`src/rtl/imem_port_arbiter.sv`:
```
// Arbitrates one synchronous single-port instruction RAM between CPU fetch and a loader/debug port.
// Fetch owns the RAM by default; loader bursts are bounded by LD_MAX before one forced fetch cycle.
module imem_port_arbiter #(
    parameter int DEPTH  = 64,
    parameter int AW     = $clog2(DEPTH),
    parameter int LD_MAX = 16
) (
    input  logic          clk,
    input  logic          rst_n,
    input  logic          fetch_req,
    input  logic [31:0]   fetch_addr,
    output logic [31:0]   fetch_instr,
    output logic          fetch_valid,
    output logic          stall,
    input  logic          ld_req,
    input  logic          ld_we,
    input  logic [31:0]   ld_addr,
    input  logic [31:0]   ld_wdata,
    output logic          ld_gnt,
    output logic [31:0]   ld_rdata,
    output logic          ld_rvalid,
    output logic          ld_err,
    output logic [AW-1:0] mem_addr,
    output logic          mem_we,
    output logic [31:0]   mem_wdata,
    input  logic [31:0]   mem_rdata
);

    localparam int HW = (LD_MAX > 2) ? $clog2(LD_MAX) : 1;

    typedef enum logic [1:0] {
        S_FETCH = 2'd0,
        S_LOAD  = 2'd1,
        S_COOL  = 2'd2
    } state_t;

    state_t        state_r;
    state_t        state_s;
    logic [HW-1:0] hold_cnt_r;
    logic [HW-1:0] hold_cnt_s;

    logic fetch_inr_s;
    logic ld_inr_s;
    logic fetch_acc_s;
    logic ld_acc_s;
    logic fetch_valid_r;
    logic fetch_inr_r;
    logic ld_rvalid_r;
    logic ld_inr_r;
    logic ld_err_r;
    logic unused_addr_bits_s;

    // Word address must fall inside the RAM; byte-offset bits are ignored.
    function automatic logic addr_in_range(input logic [31:0] addr);
        return ({2'b00, addr[31:2]} < 32'(DEPTH));
    endfunction

    assign unused_addr_bits_s = ^{fetch_addr[1:0], ld_addr[1:0]};

    assign fetch_inr_s = addr_in_range(fetch_addr);
    assign ld_inr_s    = addr_in_range(ld_addr);
    assign ld_gnt      = (state_r == S_LOAD);
    assign fetch_acc_s = fetch_req & ~ld_gnt;
    assign ld_acc_s    = ld_req & ld_gnt;
    assign stall       = fetch_req & ld_gnt;
    assign mem_we      = ld_acc_s & ld_we & ld_inr_s;
    assign mem_wdata   = ld_wdata;
    assign fetch_valid = fetch_valid_r;
    assign ld_rvalid   = ld_rvalid_r;
    assign ld_err      = ld_err_r;

    // RAM address steering follows the current owner.
    always_comb begin
        if (ld_gnt) begin
            mem_addr = ld_addr[AW+1:2];
        end else begin
            mem_addr = fetch_addr[AW+1:2];
        end
    end

    // Next-state and hold counter; the counter saturates at LD_MAX-1 and forces one cool cycle.
    always_comb begin
        state_s    = state_r;
        hold_cnt_s = hold_cnt_r;
        case (state_r)
            S_FETCH: begin
                if (ld_req) begin
                    state_s    = S_LOAD;
                    hold_cnt_s = {HW{1'b0}};
                end else begin
                    state_s    = S_FETCH;
                end
            end
            S_LOAD: begin
                if (!ld_req) begin
                    state_s    = S_FETCH;
                    hold_cnt_s = {HW{1'b0}};
                end else if (hold_cnt_r == HW'(LD_MAX - 1)) begin
                    state_s    = S_COOL;
                end else begin
                    hold_cnt_s = hold_cnt_r + {{(HW-1){1'b0}}, 1'b1};
                end
            end
            S_COOL: begin
                hold_cnt_s = {HW{1'b0}};
                if (ld_req) begin
                    state_s = S_LOAD;
                end else begin
                    state_s = S_FETCH;
                end
            end
            default: begin
                state_s    = S_FETCH;
                hold_cnt_s = {HW{1'b0}};
            end
        endcase
    end

    // State and hold counter registers.
    always_ff @(posedge clk or negedge rst_n) begin
        if (!rst_n) begin
            state_r    <= S_FETCH;
            hold_cnt_r <= {HW{1'b0}};
        end else begin
            state_r    <= state_s;
            hold_cnt_r <= hold_cnt_s;
        end
    end

    // Response pipeline: remembers what was accepted so the RAM data can be qualified next cycle.
    always_ff @(posedge clk or negedge rst_n) begin
        if (!rst_n) begin
            fetch_valid_r <= 1'b0;
            fetch_inr_r   <= 1'b0;
            ld_rvalid_r   <= 1'b0;
            ld_inr_r      <= 1'b0;
            ld_err_r      <= 1'b0;
        end else begin
            fetch_valid_r <= fetch_acc_s;
            fetch_inr_r   <= fetch_acc_s & fetch_inr_s;
            ld_rvalid_r   <= ld_acc_s & ~ld_we;
            ld_inr_r      <= ld_acc_s & ~ld_we & ld_inr_s;
            ld_err_r      <= ld_acc_s & ~ld_inr_s;
        end
    end

    // Out-of-range fetches read as NOP; out-of-range loader reads return zero.
    always_comb begin
        if (fetch_valid_r && fetch_inr_r) begin
            fetch_instr = mem_rdata;
        end else begin
            fetch_instr = 32'h0000_0000;
        end
        if (ld_rvalid_r && ld_inr_r) begin
            ld_rdata = mem_rdata;
        end else begin
            ld_rdata = 32'h0000_0000;
        end
    end

endmodule

```
`config.mk`:
```
export PLATFORM = sky130hd
export DESIGN_NAME = imem_port_arbiter
export DESIGN_NICKNAME = d
export VERILOG_FILES = /design/src/rtl/imem_port_arbiter.sv
export SDC_FILE = /design/constraint.sdc
export NUM_CORES = 1
export LEC_CHECK = 0
export CORE_AREA = 2 2 93 95
export CTS_BUF_LIST = sky130_fd_sc_hd__clkbuf_8
export CTS_CLUSTER_DIAMETER = 120
export CTS_CLUSTER_SIZE = 10
export DETAILED_ROUTE_END_ITERATION = 16
export DIE_AREA = 0 0 95 97
export PLACE_DENSITY = 0.67
export SLEW_MARGIN = 5
export SYNTH_ARGS = -nofsm -noshare
export SYNTH_HDL_FRONTEND = slang
export SYNTH_SLANG_ARGS = --single-unit
```
`constraint.sdc`:
```
create_clock -name clk -period 1.4 [get_ports clk]
set_input_delay 0.28 -clock clk [delete_from_list [all_inputs] [get_ports clk]]
set_output_delay 0.28 -clock clk [all_outputs]
set_load 0.1 [all_outputs]
```
==> metrics <==
Worst Path Buf+Inv 2; die height 97 um; Worst EP arrival 1.49 ns; crit share post-route 126%; Crit. End Element output port; Longest Clk Path Bufs 2; Rows 33; ANT nets after route 0; Starting Density 17.1%; crit path kind input port to output port; total routed wirelength 7.09 mm; placed cell areas 4190 um^2; CTS root buffer clkbuf_8; Slew Viols, Final 0; Pre-antenna DRT Iters 4; Critical Path Start ld_addr[17]; Num CTS Buffers 3; Die ar. 9220 um^2; crit path time final 1.77 ns; number of hold buffers added after CTS 0; Synth Cell Area 1390 um^2; pin count of the biggest net entering global routing 33; Top delay family on crit path simple AND/OR/NAND/NOR gates; DRC violations left 0; RSZ-0062 raised after global routing true; htree depth 1; CP Max Fanout 2; Highest Clock Rate 565 MHz; DR vias/cell 4.49; Final Cell Area 4530 um^2; # setup viols final 76; CP Capture Point mem_we; grt total ovfl 0; Slew @ Worst Pin 0.509 ns; synthesis-to-finish area growth 226%; Crit-path slowest cell nor4_1; layout cells sized above 1 58.4%; Final Hold Viols 0; # port buffers 172; LEAKAGE 1.82 nW; RR Startpoint state_r[1]$_DFFE_PN0P_; Die Wd 95 um; clock transition at the registers of the reported paths 0.05 ns; gpl congestion 0.778; power density over cell area 308 nW/um^2; clk_lat worst skew 0.24 ns; crit-path cells dlygate4sd2_1 > nor4_1 > nand4_1 > nor3_4 > buf_12; Vias 1969; max incr delay on CP 0.30 ns; Post-layout nets 469; CTS tree built; Starting DRT DRC Count 15; Peak VDD IR 0.510 mV; gr usage total 14.6%; r2r worst-path depth 8; failing checks negative setup slack; initial antenna violation count 0; Hold Path Class input port to async pin; #FFs+latches synth 11; startpoint types input port; Post-Syn Instances 176; Worst EP required 1.12 ns; n_diodes 0; reg2reg end state_r[1]$_DFFE_PN0P_; Slew HR 66.0%; register area share after synthesis 19.8%; status finished, violations left; Avg Inst Size Synth 7.89 um^2; Netlist cell types 29; Avg WL per Cell 16.2 um; number of global-route vias before repair 2002; reg-to-reg setup timing slack 0.05 ns; CTS sink cnt 11; Synth warnings 0; Final HPWL DP 5.37 mm; Ports 241; Max-Cap Viols 0; syn nets 310; clk_skew 0.00302 ns; global-route wire length before repair 10.6 mm; post-layout util 55.7%; Levels on crit path 5; core area 8130 um^2; Final WS setup -0.369 ns
## power breakdown
group | switching, mW | leakage (nW) | internal, mW
clock network | 0.126 | 0.0269 | 0.193
logic | 0.315 | 1.64 | 0.412
registers | 0.0177 | 0.144 | 0.331
total | 0.459 | 1.82 | 0.936
## flip-flops by register name (all words and copies together) (netlist names)
register,flops
hold_cnt_r,4
ld_rvalid,1
ld_inr_r,1
fetch_valid,1
state_r,2
ld_err,1
fetch_inr_r,1
## worst reg2reg max path: stages (launching register included)
cell     delay [ns]
dfrtp_1        0.40
nor2b_4        0.16
buf_12         0.14
buf_4          0.11
buf_6          0.09
buf_6          0.09
nand2_4        0.07
buf_4          0.14
nor2_2         0.08
## cells by family (layout without fill, tap and decap cells)
logic type               count (synthesis)  after routing  synth area share [%]
AO/OA/AOI/OAI                            8              8                  3.96
adder cells (fa/ha/maj)                  1              1                 0.901
buffers and inverters                   46            204                  22.2
flip-flops                              11             11                  19.8
multiplexers                             7              7                  5.59
AND/OR/NAND/NOR                        103            103                  47.6
## per-layer routing
metal | vias to the layer above | track usage, % | wire length [um]
met5 | - | 0 | 0
met4 | 0 | 1.34 | 24
met3 | 4 | 7.01 | 912
met2 | 135 | 26.7 | 3710
met1 | 896 | 15.5 | 2450
li1 | 934 | - | -
## worst min-delay path by stage
stage / depth (start not counted) / slack (ns) / endpoint
3_5_place_dp: 0 / 0.56 / mem_wdata[20]
6_report: 1 / 0.38 / state_r[0]$_DFFE_PN0P_
4_1_cts: 1 / 0.39 / hold_cnt_r[1]$_DFFE_PN0P_
3_3_place_gp: 0 / 0.56 / mem_wdata[20]
2_1_floorplan: 0 / -0.02 / fetch_inr_r$_DFF_PN0_
5_1_grt: 1 / 0.40 / state_r[1]$_DFFE_PN0P_
## Yosys cell counts (all sizes together)
library cell | instances | share of area [%]
a31oi | 2 | 0.90
nand4 | 2 | 0.90
nor4 | 13 | 6.9
nor2b | 1 | 0.99
mux2 | 6 | 4.9
dfrtp | 11 | 20
clkbuf | 12 | 3.2
nand3 | 3 | 1.1
nor3 | 1 | 0.36
and3 | 65 | 29
o2111ai | 2 | 1.3
o21ba | 1 | 0.72
nand2 | 6 | 2.2
ha | 1 | 0.90
nand4b | 1 | 0.63
and2 | 2 | 0.99
and4 | 2 | 1.3
or3 | 1 | 0.45
a21oi | 1 | 0.36
o21ai | 2 | 0.72
nand3b | 2 | 1.1
mux2i | 1 | 0.72
and2b | 1 | 0.63
nor2 | 3 | 0.81
buf | 34 | 19
## timing repair
| item | 4_1_cts | 5_1_grt |
|---|---|---|
| pin swaps | 13 | 10 |
| buffers inserted | 10 | 3 |
| gates cloned | 4 | 0 |
| endpoints found under the setup margin | 76 | 78 |
| gates resized for setup | 39 | 17 |
## cell usage in the layout, fill, tap and decap left out, drive strengths merged
master	netlist	layout
buf	34	104
clkdlybuf4s50	0	74
and3	65	65
dlygate4sd2	0	15
nor4	13	13
dfrtp	11	11
mux2	6	6
nand2	6	6
clkdlybuf4s15	0	5
clkbuf	12	3
nor2	3	3
nand3	3	3
nand4	2	2
and4	2	2
o21ai	2	2
nand3b	2	2
o2111ai	2	2
a31oi	2	2
dlymetal6s2s	0	2
and2	2	2
nor2b	1	1
o21ba	1	1
and2b	1	1
nor3	1	1
a21oi	1	1
or3	1	1
mux2i	1	1
nand4b	1	1
ha	1	1
inv	0	1
## cell type report
| cell class | count | area [um^2] |
|---|---|---|
| clock buffers | 3 | 41.3 |
| clock inverters | 1 | 3.75 |
| fillers | 661 | 3600 |
| multi-input cells | 119 | 1220 |
| flip-flops and latches | 11 | 283 |
| well taps | 105 | 131 |
| repair buffers | 200 | 2850 |
## metrics by stage
stage	hold slack (ns)	worst slack (ns)	total power, mW	cells	setup TNS (ns)
6_report	0.378	-0.369	1.39	439	-13.13
5_1_grt	0.405	-0.436	1.47	439	-15.99
4_1_cts	0.391	-0.328	1.41	437	-14.55
3_5_place_dp	0.561	-0.530	1.01	420	-3.16
2_1_floorplan	-0.0156	-0.579	1.03	176	-8.61
3_3_place_gp	0.561	-0.513	1.00	420	-2.60
(Power assumes the default switching activity.)
